==> src/rtl/mem_arb_pkg.sv <==
// Shared types for the IF/MEM single-port SRAM arbiter.
package mem_arb_pkg;

  typedef enum logic [1:0] {
    ST_IDLE = 2'd0,
    ST_BUSY = 2'd1,
    ST_RESP = 2'd2
  } state_t;

  localparam logic OWN_IF  = 1'b0;
  localparam logic OWN_MEM = 1'b1;

endpackage

==> src/rtl/access_timer.sv <==
// Down-counter that measures the fixed SRAM access latency.
module access_timer #(
  parameter int W = 2
) (
  input  logic         clk,
  input  logic         rst,
  input  logic         load,
  input  logic [W-1:0] load_val,
  input  logic         dec,
  output logic         zero
);

  logic [W-1:0] count;

  always_ff @(posedge clk) begin
    if (rst) begin
      count <= '0;
    end else if (load) begin
      count <= load_val;
    end else if (dec && count != '0) begin
      count <= count - W'(1);
    end
  end

  assign zero = (count == '0);

endmodule

==> src/rtl/mem_port_arbiter.sv <==
// Shares one fixed-latency single-port SRAM between IF and MEM; MEM has
// priority, and a streak counter forces IF through after repeated MEM wins.
module mem_port_arbiter #(
  parameter int ADDR_W         = 32,
  parameter int DATA_W         = 32,
  parameter int MEM_LATENCY    = 3,
  parameter int MAX_MEM_STREAK = 4
) (
  input  logic              clk,
  input  logic              rst,
  input  logic              if_req,
  input  logic [ADDR_W-1:0] if_addr,
  output logic [DATA_W-1:0] if_rdata,
  output logic              if_ready,
  input  logic              mem_rd_en,
  input  logic              mem_wr_en,
  input  logic [ADDR_W-1:0] mem_addr,
  input  logic [DATA_W-1:0] mem_wdata,
  output logic [DATA_W-1:0] mem_rdata,
  output logic              mem_ready,
  output logic              freeze,
  output logic              sram_en,
  output logic              sram_we,
  output logic [ADDR_W-1:0] sram_addr,
  output logic [DATA_W-1:0] sram_wdata,
  input  logic [DATA_W-1:0] sram_rdata
);

  import mem_arb_pkg::*;

  localparam int TW = $clog2(MEM_LATENCY + 1);
  localparam int SW = $clog2(MAX_MEM_STREAK + 1);
  localparam logic [TW-1:0] TIMER_LOAD = TW'(MEM_LATENCY - 1);
  localparam logic [SW-1:0] STREAK_MAX = SW'(MAX_MEM_STREAK);

  state_t        state;
  logic          owner;
  logic [SW-1:0] streak;
  logic          mem_req;
  logic          streak_full;
  logic          grant_if;
  logic          grant_mem;
  logic          timer_load;
  logic          timer_dec;
  logic          timer_zero;

  assign mem_req     = mem_rd_en | mem_wr_en;
  assign streak_full = (streak == STREAK_MAX);
  // IF only wins a contended slot once MEM has used up its streak.
  assign grant_if    = if_req & (~mem_req | streak_full);
  assign grant_mem   = mem_req & ~grant_if;

  assign timer_load = (state == ST_IDLE) & (grant_if | grant_mem);
  assign timer_dec  = (state == ST_BUSY) & ~timer_zero;

  access_timer #(.W(TW)) u_timer (
    .clk      (clk),
    .rst      (rst),
    .load     (timer_load),
    .load_val (TIMER_LOAD),
    .dec      (timer_dec),
    .zero     (timer_zero)
  );

  assign freeze = ~rst & ((if_req & ~if_ready) | (mem_req & ~mem_ready));

  // NOTE: state is updated with non-blocking assignments so every register
  // sees the pre-edge values of the others, independent of statement order.
  always_ff @(posedge clk) begin
    // NOTE: the rdata holding registers are reset along with the control
    // state so a completion after reset never exposes stale data.
    if (rst) begin
      state      <= ST_IDLE;
      owner      <= OWN_IF;
      streak     <= '0;
      sram_en    <= 1'b0;
      sram_we    <= 1'b0;
      sram_addr  <= '0;
      sram_wdata <= '0;
      if_ready   <= 1'b0;
      mem_ready  <= 1'b0;
      if_rdata   <= '0;
      mem_rdata  <= '0;
    end else begin
      if_ready  <= 1'b0;
      mem_ready <= 1'b0;
      unique case (state)
        ST_IDLE: begin
          if (grant_mem) begin
            owner      <= OWN_MEM;
            sram_addr  <= mem_addr;
            sram_wdata <= mem_wdata;
            sram_we    <= mem_wr_en;
            sram_en    <= 1'b1;
            state      <= ST_BUSY;
            if (!if_req)          streak <= '0;
            else if (!streak_full) streak <= streak + SW'(1);
          end else if (grant_if) begin
            owner     <= OWN_IF;
            sram_addr <= if_addr;
            sram_we   <= 1'b0;
            sram_en   <= 1'b1;
            streak    <= '0;
            state     <= ST_BUSY;
          end
        end
        ST_BUSY: begin
          if (timer_zero) begin
            sram_en <= 1'b0;
            sram_we <= 1'b0;
            // sram_we still holds the latched direction of this access.
            if (!sram_we) begin
              if (owner == OWN_MEM) mem_rdata <= sram_rdata;
              else                  if_rdata  <= sram_rdata;
            end
            if (owner == OWN_MEM) mem_ready <= 1'b1;
            else                  if_ready  <= 1'b1;
            state <= ST_RESP;
          end
        end
        ST_RESP: state <= ST_IDLE;
        default: state <= ST_IDLE;
      endcase
    end
  end

endmodule

==> config.mk <==
export PLATFORM = sky130hd
export DESIGN_NAME = mem_port_arbiter
export DESIGN_NICKNAME = d
export VERILOG_FILES = /design/src/rtl/mem_arb_pkg.sv /design/src/rtl/access_timer.sv /design/src/rtl/mem_port_arbiter.sv
export SDC_FILE = /design/constraint.sdc
export NUM_CORES = 1
export LEC_CHECK = 0
export BUFFER_PORTS_ARGS = -buffer_cell sky130_fd_sc_hd__clkbuf_2
export CAP_MARGIN = 20
export CORE_UTILIZATION = 25
export CTS_CLUSTER_DIAMETER = 40
export DETAILED_ROUTE_END_ITERATION = 12
export HOLD_SLACK_MARGIN = 0.06
export PLACE_DENSITY = 0.46
export SYNTH_ARGS = -nofsm -noshare
export SYNTH_HDL_FRONTEND = slang
export SYNTH_HIERARCHICAL = 1
export SYNTH_SLANG_ARGS = --single-unit
==> constraint.sdc <==
create_clock -name clk -period 2.1 [get_ports clk]
set_input_delay 0.42 -clock clk [delete_from_list [all_inputs] [get_ports clk]]
set_output_delay 0.42 -clock clk [all_outputs]
set_load 0.03 [all_outputs]
# Yosys cells after proc, flatten, opt, wreduce, memory -nomap -nowiden
# Index checks and enable logic that the tools add are counted.
# totals
input_bits,133
register_bits,140
# classes
n_eq_ne,5
n_bitwise,20
reduce_logical,16
n_mux,22
addsub,2
# op_table
op,n
$mux W32,2
$mux W3,4
$mux W2,5
$not A1 Y1,9
$mux W1,8
$reduce_and A4 Y1,2
$reduce_bool A2 Y1,4
$and A1 B1 Y1,7
$ne A3 B3 Y1 const B,2
$reduce_and A2 Y1,3
$reduce_and A3 Y1,2
$logic_not A2 Y1,2
$or A1 B1 Y1,4
$pmux W1 S2,2
$pmux W2 S2,1
$add A3 B1 Y3 const B,1
$eq A3 B3 Y1 const B,1
$reduce_or A3 Y1,1
$eq A2 B1 Y1 const B,1
$ne A2 B2 Y1 const B,1
$reduce_or A2 Y1,1
$sub A2 B1 Y2 const B,1
$logic_and A1 B1 Y1,1

# Depth between registers and ports, before layout
# depth
word_depth,9
mapped_depth,8

# By module
# Netlist, hierarchy kept.
# modules_own_cells
module,n_inst,cells_each,area_each_um2,seq_area_each_um2
mem_port_arbiter,1,675,5957.0,2762.6
access_timer,1,14,126.4,40.0

# Least setup slack after synthesis
# No wires, ideal clock.
# synth_timing
path_type,input to output
start,input port rst
end,output port freeze
stages,4
n_path_buf,3
t_arrival_ns,1.337
slack_ns,0.343
cell_sequence,clkbuf_1 -> clkbuf_1 -> buf_2 -> nor2b_1
# synth_via
elab_chain_len,2
# synth_rtl
element,line,rtl
from (decl),mem_port_arbiter.sv:10,"input logic rst,"
$not A1 Y1,mem_port_arbiter.sv:65,assign freeze = ~rst & ((if_req & ~if_ready) | (mem_req & ~mem_ready));
$and A1 B1 Y1,mem_port_arbiter.sv:65,
to (decl),mem_port_arbiter.sv:21,"output logic freeze,"
# Every way passes these cells.

# Worst setup path in the final report
# layout_timing
start,register u_timer.count[0]
end,register mem_rdata[19]
# layout_via
elab_chain_len,2
# layout_rtl
element,line,rtl
from (decl),access_timer.sv:13,logic [W-1:0] count;
from (signal assigned),access_timer.sv:19,count <= load_val;
from (signal assigned),access_timer.sv:21,count <= count - W'(1);
$logic_not A2 Y1,access_timer.sv:25,assign zero = (count == '0);
via timer_zero,mem_port_arbiter.sv:45,logic timer_zero;
$reduce_and A4 Y1 (no source line),--,
to (signal assigned),mem_port_arbiter.sv:113,if (owner == OWN_MEM) mem_rdata <= sram_rdata;
to (decl),mem_port_arbiter.sv:19,"output logic [DATA_W-1:0] mem_rdata,"
# The timed path passes the listed nets, and every way through them passes these cells.
# A chain may end at the register's enable or synchronous reset.

==> qor.yml <==
overflow: 0
layout_commonest_cell: "clkbuf_2"
power_density_nw_per_um2: 964
syn_nets: 825
syn2layout_area_growth_pct: 36.1
clkTransAtPathRegs_ns: 0.07
maxSlewViolCount: 0
initial_core_util_pct: 25.7
hold_buffers: 0
wire_per_inst_microns: 15.8
skew_ns: 0.0115
die_w_microns: 158
grt_setup_unrepaired: "false"
ys_ff_latch: 140
cts-root-buf: "clkbuf_16"
dpl.cell_count: 1216
synth.distinct_cells: 44
min_period_over_period_pct: 80.7
die_y_microns: 158
ys_warn_count: 6
drt_iter0_drc: 407
synth_sequential_area_ratio_pct: 46.1
multi_input_area_sq_um: 2910
power.switching_mw: 2.62
io_pins: 266
ant_nets: 0
ir_worst_vdd_v: 0.000495
switching_share_pct: 32.9
cp-end-kind: "flop"
htreeDepth: 4
avgViaCountPerCell: 4.76
cts_tree: "built"
start_kind: "flop"
drcViolationCount: 0
most-common-layout-cells: "264 x clkbuf_2, 139 x dfxtp_1, 102 x a21oi_1, 90 x o21ai_0"
avgSynthCellArea_sq_um: 8.83
cts_buffer_depth: 2
finalWirelength_microns: 19700
fmax_mhz: 590
seqCellArea_sq_um: 2800
grtUsageTotal_pct: 15.5
max_slew_margin_pct: 66.6
gp_congestion: 0.718
worst_slew_pin_slew_ns: 0.501
hp-class: "in2reg"
tns_ns: 0
fillCellCount: 2560
layout-drive-gt1-share_pct: 35.3
finalNonFillerCells: 1248
antenna_cells: 0
post_cts_resized: 0
async_flop_share_pct: 0
insertion_delay_ns: 0.42
synth_edf_count: 0
fin_nets: 1052
antenna_found_initial: 0
synthesis.area_sq_um: 6080
grt_pass1_vias: 5494
clock-sinks: 140
worstPathArrival_ns: 2.05
portBuffers: 265
via_count: 5942
syn_inst: 689
combPwrFrac_pct: 23.3
core_sq_um: 23700
crit_fanout: 64
clkPwrFrac_pct: 38.4
post-cts-setup-buffers: 0
fin_crit_ns: 1.69
drt-pass1-iter-count: 4
synth-main-ff-cell: "dfxtp_1"
internal-power_mw: 5.36
status: "finished, final reports clean"
p_leak_nw: 3.48
maxCapViolations: 0
grt_pass1_wl_microns: 30100
power_frac_seq_pct: 38.3
hold_viol: 0
core.rowCount: 56
dieArea_sq_um: 25000
dp.final_hpwl_microns: 12900
cts_buffers: 17
cp.required_ns: 2.45
worstSetupPathType: "reg2reg"
grt_start_max_net_pins: 90
finalSetupViolations: 0
==> area by class of cell <==
cell class | count | share of cell area, %
multi-input combinational | 466 | 35.2
sequential | 140 | 33.9
inverter | 8 | 0.363
clock inverter | 12 | 1.66
tap | 319 | 4.82
clock buffer | 20 | 5.52
timing repair buffer | 283 | 18.6
==> routing by layer <==
metal	global-route usage (%)	wire length, microns	vias to the layer above
met4	4.21	143	0
li1	-	-	2935
met2	24.3	8780	210
met3	5.72	1720	13
met5	0	0	-
met1	19.8	9030	2784
==> final timing paths <==
check / start / endpoint / slack (ns) / depth (start not counted)
min reg2reg: sram_wdata[15]$_SDFFE_PP0P_ / sram_wdata[15]$_SDFFE_PP0P_ / 0.47 / 2
max: u_timer/count[0]$_SDFFE_PP0P_ / mem_rdata[19]$_SDFFE_PP0P_ / 0.41 / 6
max reg2reg: u_timer/count[0]$_SDFFE_PP0P_ / mem_rdata[19]$_SDFFE_PP0P_ / 0.41 / 6
min: mem_wdata[25] / sram_wdata[25]$_SDFFE_PP0P_ / 0.23 / 3
==> per-stage QoR <==
step / worst slack, ns / util (%) / power [mW] / hold slack [ns] / cell area, sq um
after global placement: 0.308 / 32.4 / 4.99 / 0.463 / 7680
after detailed placement: 0.245 / 32.4 / 4.99 / 0.464 / 7680
after floorplan: 0.343 / - / 4.36 / 0.477 / 6080
final: 0.406 / 35.0 / 7.98 / 0.233 / 8280
after CTS: 0.374 / 35.0 / 8.11 / 0.211 / 8280
after global routing: 0.241 / 35.0 / 8.38 / 0.230 / 8280
==> cell families after synthesis <==
| kind of cell | count (synthesis) | synth area share (%) |
|---|---|---|
| adder cells (fa/ha/maj) | 3 | 0.617 |
| flip-flops | 140 | 46.1 |
| buffers and inverters | 83 | 6.48 |
| XOR/XNOR | 1 | 0.144 |
| AO/OA/AOI/OAI | 239 | 22.2 |
| AND/OR/NAND/NOR | 188 | 18.9 |
| multiplexers | 33 | 5.45 |
| other | 2 | 0.123 |
==> Yosys cell counts, types with 2 or more instances <==
library cell,number,area share [%]
a21oi_1,102,8.4
clkbuf_1,52,3.2
ha_1,3,0.62
nand3_1,66,5.4
buf_8,3,0.74
a311oi_1,32,4.6
nand3b_1,33,4.1
mux2i_1,32,5.3
o21ai_0,90,7.4
dfxtp_1,140,46
o21ai_1,7,0.58
nand2b_1,66,6.8
nor3_1,2,0.16
inv_1,7,0.43
buf_2,12,0.99
nor2_2,2,0.21
nor3b_1,2,0.25
buf_1,3,0.19
nor4_1,3,0.31
nand2_1,2,0.12
buf_6,4,0.74
conb_1,2,0.12
nor2_1,3,0.19
==> power by group through the flow <==
stage	Clock (mW)	Combinational, mW	Sequential [mW]
after floorplan	0	0.822	3.53
after global placement	0	1.88	3.11
after detailed placement	0	1.88	3.11
after CTS	3.17	1.88	3.06
after global routing	3.27	2.02	3.09
final	3.07	1.86	3.05
==> registers in the layout, summed over array words and instances (netlist names) <==
name	count
if_rdata	32
mem_rdata	32
sram_addr	32
sram_wdata	32
streak	3
state	2
u_timer/count	2
if_ready	1
mem_ready	1
owner	1
sram_en	1
sram_we	1
==> worst max-delay path: stages, from the launching register on <==
cell and delay [ns]:
dfxtp_1 0.32, inv_1 0.06, ha_1 0.33, nor4bb_4 0.31, buf_12 0.31, nand3_1 0.14
a21oi_1 0.13
Note: power is estimated with default switching activity, not from simulation.
